--- src/rtl/api_dispatch.sv ---
// Work dispatcher: pops WORK_LEN-word packets from TX FIFO, shifts each to a round-robin chip, returns nonces.
// Latency: 1 PICK + WORK_LEN*64*D SHIFT + cfg_gap GAP + 1 IDLE cycle per packet (D = max(cfg_sck,1)).
// Backpressure: starts a packet only with a full packet in TX and RX_LEN free RX slots; never stalls mid-packet.
module api_dispatch #(
    parameter int CH_NUM   = 8,
    parameter int CH_W     = 4,
    parameter int WORK_LEN = 23,
    parameter int RX_LEN   = 2,
    parameter int RX_DEPTH = 512
) (
    input  logic              clk,
    input  logic              rst_n,
    input  logic              cfg_en,
    input  logic [7:0]        cfg_sck,
    input  logic [CH_NUM-1:0] cfg_ch_mask,
    input  logic [27:0]       cfg_gap,
    input  logic [10:0]       tx_cnt,
    input  logic [31:0]       tx_dout,
    output logic              tx_rd_en,
    input  logic [9:0]        rx_cnt,
    output logic              rx_wr_en,
    output logic [31:0]       rx_din,
    output logic [CH_W-1:0]   rx_ch,
    output logic [CH_NUM-1:0] load,
    output logic              sck,
    output logic              mosi,
    input  logic [CH_NUM-1:0] miso,
    output logic [1:0]        state,
    output logic [CH_W-1:0]   cur_ch
);

    localparam int WI_W = $clog2(WORK_LEN + 1);
    localparam logic [WI_W-1:0]   LAST_WORD = WI_W'(WORK_LEN - 1);
    localparam logic [WI_W-1:0]   FIRST_RX  = WI_W'(WORK_LEN - RX_LEN);
    localparam logic [CH_NUM-1:0] CH_ONE    = CH_NUM'(1);

    typedef enum logic [1:0] {
        IDLE  = 2'd0,
        PICK  = 2'd1,
        SHIFT = 2'd2,
        GAP   = 2'd3
    } state_t;

    state_t            state_q, state_d;
    logic [31:0]       sh_q, cap_q;
    logic [WI_W-1:0]   word_q;
    logic [4:0]        bit_q;
    logic              phase_q;
    logic [7:0]        div_q, half_q;
    logic [27:0]       gap_q;
    logic [CH_W-1:0]   pick_q, nxt_ch, rr_hi, rr_lo;
    logic              rr_hit;
    logic              start_ok, half_end, bit_end, word_end, last_word, miso_bit;

    assign start_ok = cfg_en && (cfg_ch_mask != '0)
                      && (32'(tx_cnt) >= 32'(WORK_LEN))
                      && (32'(rx_cnt) + 32'(RX_LEN) <= 32'(RX_DEPTH));

    assign half_end  = (div_q == half_q - 8'd1);
    assign bit_end   = (state_q == SHIFT) && phase_q && half_end;
    assign word_end  = bit_end && (bit_q == 5'd31);
    assign last_word = (word_q == LAST_WORD);
    assign miso_bit  = |(miso & (CH_ONE << cur_ch));
    assign state     = state_q;

    // Next channel: lowest mask bit above cur_ch, else lowest mask bit overall (wrap).
    always_comb begin
        rr_hi  = '0;
        rr_lo  = '0;
        rr_hit = 1'b0;
        for (int j = CH_NUM - 1; j >= 0; j--) begin
            if (cfg_ch_mask[j]) begin
                rr_lo = CH_W'(j);
                if (CH_W'(j) > cur_ch) begin
                    rr_hi  = CH_W'(j);
                    rr_hit = 1'b1;
                end
            end
        end
        nxt_ch = rr_hit ? rr_hi : rr_lo;
    end

    always_ff @(posedge clk or negedge rst_n) begin
        if (!rst_n) state_q <= IDLE;
        else        state_q <= state_d;
    end

    always_comb begin
        state_d = state_q;
        case (state_q)
            IDLE:    if (start_ok) state_d = PICK;
            PICK:    state_d = SHIFT;
            SHIFT:   if (word_end && last_word) state_d = (cfg_gap == '0) ? IDLE : GAP;
            GAP:     if (gap_q == '0) state_d = IDLE;
            default: state_d = IDLE;
        endcase
    end

    always_comb begin
        tx_rd_en = 1'b0;
        load     = '0;
        sck      = 1'b0;
        mosi     = 1'b0;
        case (state_q)
            PICK: tx_rd_en = 1'b1;
            SHIFT: begin
                load     = CH_ONE << cur_ch;
                sck      = phase_q;
                mosi     = sh_q[31];
                tx_rd_en = word_end && !last_word;
            end
            default: ;
        endcase
    end

    always_ff @(posedge clk or negedge rst_n) begin
        if (!rst_n) begin
            cur_ch   <= CH_W'(CH_NUM - 1);
            pick_q   <= '0;
            sh_q     <= '0;
            cap_q    <= '0;
            word_q   <= '0;
            bit_q    <= '0;
            phase_q  <= 1'b0;
            div_q    <= '0;
            half_q   <= 8'd1;
            gap_q    <= '0;
            rx_wr_en <= 1'b0;
            rx_din   <= '0;
            rx_ch    <= '0;
        end else begin
            rx_wr_en <= 1'b0;
            case (state_q)
                // Channel choice is frozen with the mask seen at the start decision.
                IDLE: pick_q <= nxt_ch;
                PICK: begin
                    cur_ch  <= pick_q;
                    half_q  <= (cfg_sck == 8'd0) ? 8'd1 : cfg_sck;
                    sh_q    <= tx_dout;
                    word_q  <= '0;
                    bit_q   <= '0;
                    phase_q <= 1'b0;
                    div_q   <= '0;
                end
                SHIFT: begin
                    if (half_end) begin
                        div_q   <= '0;
                        phase_q <= ~phase_q;
                    end else begin
                        div_q <= div_q + 8'd1;
                    end
                    if (!phase_q && half_end)
                        cap_q <= {cap_q[30:0], miso_bit};
                    if (bit_end) begin
                        bit_q <= bit_q + 5'd1;
                        sh_q  <= {sh_q[30:0], 1'b0};
                        if (bit_q == 5'd31) begin
                            if (!last_word) begin
                                sh_q   <= tx_dout;
                                word_q <= word_q + WI_W'(1);
                            end else begin
                                gap_q <= cfg_gap - 28'd1;
                            end
                            // All-ones means the chip found nothing; drop it.
                            if (word_q >= FIRST_RX && cap_q != '1) begin
                                rx_wr_en <= 1'b1;
                                rx_din   <= cap_q;
                                rx_ch    <= cur_ch;
                            end
                        end
                    end
                end
                GAP: if (gap_q != '0) gap_q <= gap_q - 28'd1;
                default: ;
            endcase
        end
    end

endmodule

--- config.mk ---
export PLATFORM = sky130hd
export DESIGN_NAME = api_dispatch
export DESIGN_NICKNAME = d
export VERILOG_FILES = /design/src/rtl/api_dispatch.sv
export SDC_FILE = /design/constraint.sdc
export NUM_CORES = 1
export LEC_CHECK = 0
export ABC_AREA = 1
export BUFFER_PORTS_ARGS = -buffer_cell sky130_fd_sc_hd__buf_2
export CORE_MARGIN = 1.5
export CORE_UTILIZATION = 40
export CTS_BUF_LIST = sky130_fd_sc_hd__clkbuf_16
export DETAILED_ROUTE_END_ITERATION = 6
export GPL_TIMING_DRIVEN = 0
export REMOVE_ABC_BUFFERS = 1
export SYNTH_ARGS = -nofsm -noshare
export SYNTH_HDL_FRONTEND = slang
export SYNTH_SLANG_ARGS = --single-unit
export TNS_END_PERCENT = 10
--- constraint.sdc ---
create_clock -name clk -period 5.4 [get_ports clk]
set_clock_uncertainty 0.1 [all_clocks]
set_input_delay 0.27 -clock clk [delete_from_list [all_inputs] [get_ports clk]]
set_output_delay 0.27 -clock clk [all_outputs]
set_load 0.02 [all_outputs]
==> flow_summary.toml <==
[floorplanning]
core_area_um2 = 22500
die_area_um2 = 23800
initial_utilization_pct = 40.6
num_io_pins = 162
number_of_standard_cell_rows_in_the_floorplan = 55
chip_height_um = 154
die_x_extent_um = 154

[timing]
hold_viol = 0
setup_viol = 0
tightestPinTransition_ns = 1.00
fmaxAchievable_mhz = 259
rsz_0062_raised_after_global_routing = "false"
relSlewSlack_pct = 33.1
finalCritPeriodShare_pct = 71.5
timing_max_transition_violations_final = 0
fin_tns_setup_ns = 0
final.min_clock_period_ns = 3.86

[setup_path]
worst-setup-path-type = "reg2reg"
timing.critical_path.cells = "inv_1 > ha_1 > inv_1 > or2_2 > a21oi_2 > buf_8 > nand2_1 > nand2_1 > nand2_1"
worst_r2r_path_depth = 9
cp_num_cells = 9
cp_slowest_stage_delay_ns = 0.61
critical_path_peak_fanout = 28
path_delay_family = "simple AND/OR/NAND/NOR gates"
crit_path_end_kind = "register"
worst_setup_path_start_kind = "register"
worst_path_most_repeated_cell = "nand2_1"
critical_path.slowest_cell = "a21oi_2"
path_buf_inv = 3
worst-endpoint-required_ns = 5.60
cp.arrival_ns = 4.06
ff2ff_setup_slack_ns = 1.54

[logic_synthesis]
synthesis.yosys.warnings = 0
synth-seq-cells = 163
synth_seq_area_share_pct = 44.7
synthesis.area_per_instance_um2 = 7.41
postSynth.asyncResetShare_pct = 100
netlist_area_um2 = 9140
synthFlopType = "dfrtp_1"
post_synth_num_cell_types = 45
synthCells = 1233
synth_enable_flop_cells = 0

[grt]
globalRouteOverflowTotal = 0
number_of_antenna_violations_at_the_first_check_in_global_routing = 0
largest_net_degree_at_the_start_of_global_routing = 99
groute.usage.overall_pct = 18.7
number_of_global_route_vias_before_repair = 7693
first_pass_grt_wire_length_mm = 36.7

[power_and_ir_drop]
max-vdd-ir-drop_uv = 246
p_leak_nw = 5.24
total_power_density_per_cell_area_nw_per_um2 = 450

[drt]
route.detailed.wl_per_inst_um = 12.7
drc = 0
wl_mm = 21.2
detail-route-antenna-nets = 0
num_vias = 8048
drt-vias-per-instance = 4.81
drtIter0Drc = 526
drt_first_pass_iters = 5

[clock_tree]
clk_transition_reported_paths_ns = 0.06
max-clock-path-buffers = 2
post_cts_buffers = 0
cts-buffers-inserted = 17
numClockSinks = 163
htreeDepth = 4
tritoncts_clock_tree = "built"
clock_latency_reported_for_the_late_side_of_the_worst_skew_pair_ns = 0.42
cts_root_buffer = "clkbuf_16"

[final_layout]
finish.instance_area_um2 = 10800
fin_util_pct = 48.1
leading_cell_types_in_the_layout_fill_and_taps_excluded = "370 x nand2_1, 159 x dfrtp_1, 158 x buf_2, 145 x inv_1, 124 x o21ai_0"
post_route_cells_drive_above_1_share_pct = 17.0
antenna-diode-count = 0
layout_commonest_cell = "nand2_1"
layout.nets = 1496
syn_to_final_growth_pct = 18.3

[placed_design]
gp_congestion = 0.885
dpl_cell_area_um2 = 10200
detailedPlacementHpwl_mm = 15.2
portBuffers = 159

[flow_run]
drv.max_cap_violation_count = 0

[run_status]
run_status = "finished clean"

[worst_hold_path]
whs_path_depth = 3
worstHoldPathType = "in2reg"
==> registers in the layout (all words and copies together) (netlist names) <==
register  flops
phase_q       1
bit_q         5
half_q        8
rx_ch         3
pick_q        3
state         2
div_q         8
sh_q         32
word_q        5
cur_ch        3
rx_wr_en      1
rx_din       32
cap_q        32
gap_q        28
==> where the power goes <==
part	internal (mW)	switching, mW	total, mW
clock network	0.648	0.534	1.18
registers	1.55	0.201	1.75
logic	0.625	1.31	1.94
==> worst min-delay path, stage by stage <==
cell	delay [ns]
buf_2	0.09
nand2_1	0.07
o21ai_0	0.08
==> worst paths after layout <==
check	from	to
setup / recovery	state[0]	gap_q[24]
hold / removal	cfg_sck[2]	half_q[2]
setup reg to reg	state[0]	gap_q[24]
hold reg to reg	gap_q[23]	gap_q[23]
max in group asynchronous	rst_n	cur_ch[0]
min in group asynchronous	rst_n	rx_din[3]
==> Yosys cell counts, types with 2 or more instances <==
cell / n / share of area [%]
nand2_1: 370 / 15
dfrtp_1: 159 / 44
inv_1: 145 / 6.0
o21ai_0: 124 / 6.8
nor2_1: 89 / 3.7
nand3_1: 66 / 3.6
o21ai_1: 55 / 3.0
xor2_1: 25 / 2.4
buf_2: 23 / 1.3
nor3_1: 22 / 1.2
nand4_1: 20 / 1.4
a21oi_1: 16 / 0.88
clkbuf_1: 13 / 0.53
ha_1: 13 / 1.8
xnor2_1: 12 / 1.1
buf_4: 8 / 0.66
nor4_1: 7 / 0.48
buf_6: 6 / 0.74
o21ai_2: 6 / 0.57
or2_2: 6 / 0.41
dfstp_2: 4 / 1.1
nand2_2: 4 / 0.27
nor2_2: 4 / 0.27
inv_2: 3 / 0.12
nand2_4: 3 / 0.37
nand2b_1: 3 / 0.21
nor2_4: 3 / 0.37
a31oi_1: 2 / 0.14
nand3b_1: 2 / 0.16
nor3_2: 2 / 0.22
o2111ai_1: 2 / 0.19
o22ai_1: 2 / 0.14
o31ai_1: 2 / 0.16
==> cell families after synthesis <==
group / synth area share [%]
AND/OR/NAND/NOR: 28.3
AO/OA/AOI/OAI: 12.2
buffers and inverters: 9.31
flip-flops: 44.7
XOR/XNOR: 3.54
adder cells (fa/ha/maj): 1.78
other: 0.0410
multiplexers: 0.109
==> per-stage QoR <==
| step | worst slack [ns] | power (mW) | instances | hold slack (ns) |
|---|---|---|---|---|
| final | 1.54 | 4.87 | 1672 | 0.0266 |
| after global placement | -0.273 | 3.64 | 1627 | 0.355 |
| after floorplan | 1.35 | 3.13 | 1183 | -0.126 |
| after global routing | 1.06 | 5.34 | 1672 | 0.0462 |
| after CTS | 1.44 | 4.94 | 1672 | 0.0257 |
| after detailed placement | 1.43 | 3.73 | 1633 | 0.260 |
==> cell type report <==
cell class              count  area, µm²
multi-input cells         872       4230
well taps                 285        357
clock buffers              17        425
flip-flops and latches    163       4080
fillers                  2303      11700
repair buffers            173       1020
inverters                 148        556
clock inverters            14        144
==> metal layers <==
metal	part of all wire, %	wire [µm]	GRT usage [%]
met3	3.5	746	3.31
met2	46	9730	30.4
met4	1.5	325	5.64
met5	0	0	0
met1	49	10400	25.5
==> what timing repair did <==
item                                    CTS  global route
gates resized for setup                   0             0
endpoints found under the setup margin    0             0
endpoints found under the hold margin   103             0
hold buffers                              8             0
(Power assumes the default switching activity.)
